File: src/rtl/riscv_mem_pkg.sv
// Shared types and constants for the unified-memory port arbiter.
// Arbiter states, owner encoding and the bus-error fetch filler instruction.
package riscv_mem_pkg;

    typedef enum logic [1:0] {
        IDLE  = 2'd0,
        ACC_I = 2'd1,
        ACC_D = 2'd2,
        RESP  = 2'd3
    } arb_state_t;

    localparam logic OWNER_I = 1'b0;
    localparam logic OWNER_D = 1'b1;

    // ADDI x0,x0,0 handed to fetch when its access times out
    localparam logic [31:0] NOP_INSTR = 32'h0000_0013;

    localparam int BE_W = 4;

endpackage

File: src/rtl/imem_dmem_port_arbiter.sv
// Shares one single-ported memory between instruction fetch and the MEM stage.
// One access in flight at a time; data wins ties unless fetch has been starved.
module imem_dmem_port_arbiter #(
    parameter int                ADDR_W     = 32,
    parameter int                DATA_W     = 32,
    parameter int                MAX_STARVE = 3,
    parameter int                TIMEOUT    = 64,
    parameter logic [DATA_W-1:0] NOP_INSTR  = riscv_mem_pkg::NOP_INSTR
) (
    input  logic                           clk,
    input  logic                           rst,
    input  logic                           if_req,
    input  logic [ADDR_W-1:0]              if_addr,
    output logic [DATA_W-1:0]              if_rdata,
    output logic                           if_ack,
    output logic                           if_stall,
    input  logic                           d_req,
    input  logic                           d_we,
    input  logic [riscv_mem_pkg::BE_W-1:0] d_be,
    input  logic [ADDR_W-1:0]              d_addr,
    input  logic [DATA_W-1:0]              d_wdata,
    output logic [DATA_W-1:0]              d_rdata,
    output logic                           d_ack,
    output logic                           d_stall,
    output logic                           m_req,
    output logic                           m_we,
    output logic [riscv_mem_pkg::BE_W-1:0] m_be,
    output logic [ADDR_W-1:0]              m_addr,
    output logic [DATA_W-1:0]              m_wdata,
    input  logic [DATA_W-1:0]              m_rdata,
    input  logic                           m_ack,
    output logic                           owner,
    output logic                           busy,
    output logic                           bus_err
);
    import riscv_mem_pkg::*;

    localparam int SW = (MAX_STARVE < 1) ? 1 : $clog2(MAX_STARVE + 1);
    localparam int TW = (TIMEOUT < 2) ? 1 : $clog2(TIMEOUT);

    arb_state_t          state_q;
    logic [SW-1:0]       starve_q;
    logic [TW-1:0]       tmo_q;
    logic                owner_q;
    logic                m_req_q, m_we_q;
    logic [BE_W-1:0]     m_be_q;
    logic [ADDR_W-1:0]   m_addr_q;
    logic [DATA_W-1:0]   m_wdata_q;
    logic [DATA_W-1:0]   if_rdata_q, d_rdata_q;
    logic                if_ack_q, d_ack_q, bus_err_q;

    logic starved, grant_i, grant_d;

    assign starved = (starve_q == SW'(MAX_STARVE));
    assign grant_i = if_req & (~d_req | starved);
    assign grant_d = d_req & ~grant_i;

    always_ff @(posedge clk or posedge rst) begin
        if (rst) begin
            state_q    <= IDLE;
            starve_q   <= '0;
            tmo_q      <= '0;
            owner_q    <= 1'b0;
            m_req_q    <= 1'b0;
            m_we_q     <= 1'b0;
            m_be_q     <= '0;
            m_addr_q   <= '0;
            m_wdata_q  <= '0;
            if_rdata_q <= '0;
            d_rdata_q  <= '0;
            if_ack_q   <= 1'b0;
            d_ack_q    <= 1'b0;
            bus_err_q  <= 1'b0;
        end else begin
            if_ack_q <= 1'b0;
            d_ack_q  <= 1'b0;
            case (state_q)
                IDLE: begin
                    tmo_q <= '0;
                    if (grant_i) begin
                        state_q   <= ACC_I;
                        owner_q   <= OWNER_I;
                        m_req_q   <= 1'b1;
                        m_we_q    <= 1'b0;
                        m_be_q    <= '1;
                        m_addr_q  <= if_addr & ~ADDR_W'(3);
                        m_wdata_q <= '0;
                        starve_q  <= '0;
                    end else if (grant_d) begin
                        state_q   <= ACC_D;
                        owner_q   <= OWNER_D;
                        m_req_q   <= 1'b1;
                        m_we_q    <= d_we;
                        m_be_q    <= d_be;
                        m_addr_q  <= d_addr;
                        m_wdata_q <= d_wdata;
                        // only grants that make fetch wait count toward starvation
                        starve_q  <= !if_req ? '0 : (starved ? starve_q : starve_q + 1'b1);
                    end
                end
                ACC_I, ACC_D: begin
                    if (m_ack) begin
                        m_req_q <= 1'b0;
                        state_q <= RESP;
                        if (owner_q == OWNER_I) begin
                            if_rdata_q <= m_rdata;
                            if_ack_q   <= 1'b1;
                        end else begin
                            d_rdata_q <= m_rdata;
                            d_ack_q   <= 1'b1;
                        end
                    end else if (tmo_q == TW'(TIMEOUT - 1)) begin
                        m_req_q   <= 1'b0;
                        bus_err_q <= 1'b1;
                        state_q   <= RESP;
                        if (owner_q == OWNER_I) begin
                            if_rdata_q <= NOP_INSTR;
                            if_ack_q   <= 1'b1;
                        end else begin
                            d_rdata_q <= '0;
                            d_ack_q   <= 1'b1;
                        end
                    end else begin
                        tmo_q <= tmo_q + 1'b1;
                    end
                end
                RESP:    state_q <= IDLE;
                default: state_q <= IDLE;
            endcase
        end
    end

    assign m_req    = m_req_q;
    assign m_we     = m_we_q;
    assign m_be     = m_be_q;
    assign m_addr   = m_addr_q;
    assign m_wdata  = m_wdata_q;
    assign if_rdata = if_rdata_q;
    assign d_rdata  = d_rdata_q;
    assign if_ack   = if_ack_q;
    assign d_ack    = d_ack_q;
    assign owner    = owner_q;
    assign busy     = (state_q != IDLE);
    assign bus_err  = bus_err_q;
    assign if_stall = if_req & ~if_ack_q;
    assign d_stall  = d_req & ~d_ack_q;

endmodule
File: config.mk
export PLATFORM = sky130hd
export DESIGN_NAME = imem_dmem_port_arbiter
export DESIGN_NICKNAME = d
export VERILOG_FILES = /design/src/rtl/riscv_mem_pkg.sv /design/src/rtl/imem_dmem_port_arbiter.sv
export SDC_FILE = /design/constraint.sdc
export NUM_CORES = 1
export LEC_CHECK = 0
export BUFFER_PORTS_ARGS = -buffer_cell sky130_fd_sc_hd__buf_2
export CAP_MARGIN = 15
export CORE_ASPECT_RATIO = 0.8
export CORE_MARGIN = 1
export CORE_UTILIZATION = 42
export CTS_CLUSTER_SIZE = 8
export DETAILED_ROUTE_END_ITERATION = 7
export GPL_TIMING_DRIVEN = 0
export PLACE_DENSITY = 0.78
export SYNTH_ARGS = -nofsm -noshare
export SYNTH_HDL_FRONTEND = slang
export SYNTH_SLANG_ARGS = --single-unit
File: constraint.sdc
create_clock -name clk -period 5.1 [get_ports clk]
set_input_delay 1.02 -clock clk [delete_from_list [all_inputs] [get_ports clk]]
set_output_delay 1.02 -clock clk [all_outputs]
set_load 0.02 [all_outputs]
==> impl_metrics.py <==
metrics = {
    "die": {
        "pin_count": 279,
        "fp-row-count": 38,
        "fp.dieH_microns": 107.7,
        "core_area_sq_um": 13600,
        "start_util_pct": 43.16,
        "die_area_sq_um": 14450,
        "die_w_microns": 134.2,
    },
    "timing": {
        "fin_worst_skew_ns": 0.009049,
        "tightest_slew_ns": 0.6816,
        "fin_crit_sh_pct": 50.98,
        "slew_viol_final": 0,
        "setup_viol": 0,
        "fmax_mhz": 384.6,
        "whs_ns": 0.4653,
        "rsz0062_at_grt": "false",
        "slew_headroom_pct": 54.56,
        "finalHoldViolCount": 0,
        "finalCriticalPeriod_ns": 2.600,
    },
    "synthesis": {
        "synth_top_family_by_area": "compound AO/OA/AOI/OAI gates",
        "synth_edf_count": 0,
        "synth_adder_area_share_pct": 0.6395,
        "synth_top_cells_by_count": "dfrtp_1, a22o_1, nand2_1",
        "yosysTopAreaCell": "dfrtp_1",
        "ys_warn_count": 0,
        "synthSimpleGateAreaFrac_pct": 5.756,
        "synth-seq-cells": 148,
        "syn_avg_cell_area_sq_um": 13.13,
        "synth_flop_cell": "dfrtp_1",
        "yosysMostFrequentCell": "dfrtp_1",
        "synth_compound_area_share_pct": 20.85,
        "ys_seq_area_share_pct": 63.10,
        "ys_types": 39,
        "synthXorXnorAreaFrac_pct": 0,
        "syn_area_sq_um": 5869,
        "synth_top_area_share_pct": 63.10,
        "synthMuxAreaShare_pct": 5.287,
        "synth_area_leaders": "dfrtp_1, a22o_1, mux2i_1, nand2_1, o21ai_0",
        "ys_async_sr_fraction_pct": 100.0,
        "syn-num-nets": 588,
        "synthCells": 447,
    },
    "setup_path": {
        "crit_type": "input port to output port",
        "required_ns": 4.08,
        "critPathArrivalTime_ns": 1.58,
        "slowest_delay_ns": 0.17,
        "crit_chain": "buf_2 -> inv_1 -> nor2_1 -> buf_2",
        "crit_buf_inv": 3,
        "start_kind": "input port",
        "critical_path.top_delay_family": "buffers and inverters",
        "cp_max_fo": 8,
        "crit_top_cell": "buf_2",
        "cpMaxStageDelayCell": "buf_2",
        "critPathCaptureType": "output port",
    },
    "grt": {
        "overflow": 0,
        "grt_pass1_vias": 4901,
        "grt.total_usage_pct": 23.41,
        "antenna_found_initial": 1,
        "grt_pass1_wl_microns": 25600,
        "grt_max_degree": 76,
    },
    "layout": {
        "final_nets": 882,
        "drive_gt1_share_pct": 45.08,
        "final-seq-area_sq_um": 3704,
        "n_fill_cell": 1134,
        "post-route-cell-area_sq_um": 8060,
        "finalNonFillerCells": 932,
        "multi_input_area_sq_um": 1909,
        "antennaDiodeCount": 0,
        "syn2layout_area_growth_pct": 37.33,
    },
    "clock_tree": {
        "cts_root_buffer": "clkbuf_16",
        "postCtsSetupRepairBufs": 0,
        "cts-buffers-inserted": 17,
        "ctsHoldBuffers": 0,
        "clock_latency_ns": 0.42,
        "cts_tree": "done",
        "ctsLongestPathBuffers": 2,
        "clock-sinks": 148,
        "cts_resized": 0,
        "cts_max_level": 4,
        "path_clk_slew_ns": 0.06,
    },
    "detailed_routing": {
        "postRouteAntennaNets": 0,
        "vias": 4895,
        "routed_wl_microns": 16960,
        "drt_pass1_iterations": 4,
        "post-route-drc-count": 0,
        "routed_via_density": 5.252,
        "wl_per_cell_microns": 18.20,
        "drt_iter0_markers": 288,
    },
    "power_and_ir_drop": {
        "leakage_nw": 4.462,
        "p_per_area_nw_per_um2": 721.9,
        "ir_drop_mv": 0.4459,
    },
    "placement": {
        "place_inst": 902,
        "place_area_sq_um": 7498,
        "port_buffers": 274,
        "place_congestion": 0.9054,
        "dp_hpwl_microns": 12400,
    },
    "status": {
        "status": "complete, no violations",
    },
    "flow_run": {
        "maxCapViolCount": 0,
    },
    "worst_hold_path": {
        "worstHoldPathType": "flip-flop to flip-flop",
    },
}
registers in the layout, indices dropped and copies added, names as in the netlist:
name and cells:
bus_err 1, d_ack 1, d_rdata 32, if_ack 1, if_rdata 32, m_addr 32, m_be 4, m_req 1
m_wdata 32, m_we 1, owner 1, starve_q 2, state_q 2, tmo_q 6
final timing paths:
kind                            slack, ns  cells past startpoint                 endpoint                  from
worst max register to register       3.19                      7  if_rdata[4]$_DFFE_PP0P_  tmo_q[0]$_DFFE_PP0P_
worst min register to register       0.47                      1      bus_err$_DFFE_PP0P_   bus_err$_DFFE_PP0P_
worst min-delay path                 0.47                      1      bus_err$_DFFE_PP0P_   bus_err$_DFFE_PP0P_
min in group asynchronous            0.70                      2  m_wdata[19]$_DFFE_PP0P_                   rst
max in group asynchronous            3.60                      3   state_q[0]$_DFFE_PP0P_                   rst
worst max-delay path                 2.50                      4                  d_stall                 d_req
worst register-to-register path, cell delays in order (launching register included):
cell and delay, ns:
dfrtp_1 0.43, ha_1 0.28, and3_4 0.23, a31oi_4 0.29
nand2b_4 0.21, buf_6 0.15, inv_4 0.05, o22a_1 0.17
area by class of cell:
cell class                      instances  share of cell area [%]
Inverter                                8                  0.4657
Clock inverter                         13                   1.692
Tap cell                              180                   2.794
Clock buffer                           17                   5.278
Multi-Input combinational cell        257                   23.69
Timing Repair Buffer                  275                   17.35
Buffer                                 34                   2.779
Sequential cell                       148                   45.95
cells in the final DEF, fill, tap and decap left out, drive strengths merged, types with 3 or more instances in the layout:
| master | instances |
|---|---|
| dfrtp | 148 |
| and3 | 3 |
| a21oi | 7 |
| o22a | 7 |
| a22o | 96 |
| o21ai | 38 |
| nor2 | 6 |
| mux2i | 31 |
| nand3 | 3 |
| clkbuf | 26 |
| nor2b | 5 |
| nand2 | 39 |
| clkinvlp | 4 |
| buf | 300 |
| ha | 3 |
| inv | 10 |
| clkinv | 5 |
cell families after synthesis:
kind of cell	Yosys count
AO/OA/AOI/OAI	156
adder cells (fa/ha/maj)	3
buffers and inverters	42
flip-flops	148
multiplexers	31
AND/OR/NAND/NOR	67
metrics by stage:
stage	power (mW)	TNS [ns]	worst slack, ns	util [%]
after floorplan	3.677	0	0.1003	-
after global placement	4.540	-179.26	-1.219	54.90
after detailed placement	4.630	0	2.494	55.14
after CTS	5.856	0	2.495	59.27
after global routing	6.136	0	2.455	59.27
final	5.819	0	2.500	59.27
layer usage:
metal	global-route usage (%)	vias up	routed length (microns)
met4	7.384	2	276
met1	27.84	2423	6975
li1	-	2242	-
met3	7.580	22	1223
met2	40.27	206	8472
met5	0	-	13
where the power goes:
part | internal (mW) | switching (mW) | leakage (nW) | total (mW)
combinational | 0.986 | 1.57 | 2.34 | 2.55
sequential | 1.73 | 0.333 | 1.85 | 2.07
clock | 0.714 | 0.487 | 0.267 | 1.20
total | 3.43 | 2.39 | 4.46 | 5.82
Note: power is estimated with default switching activity, not from simulation.
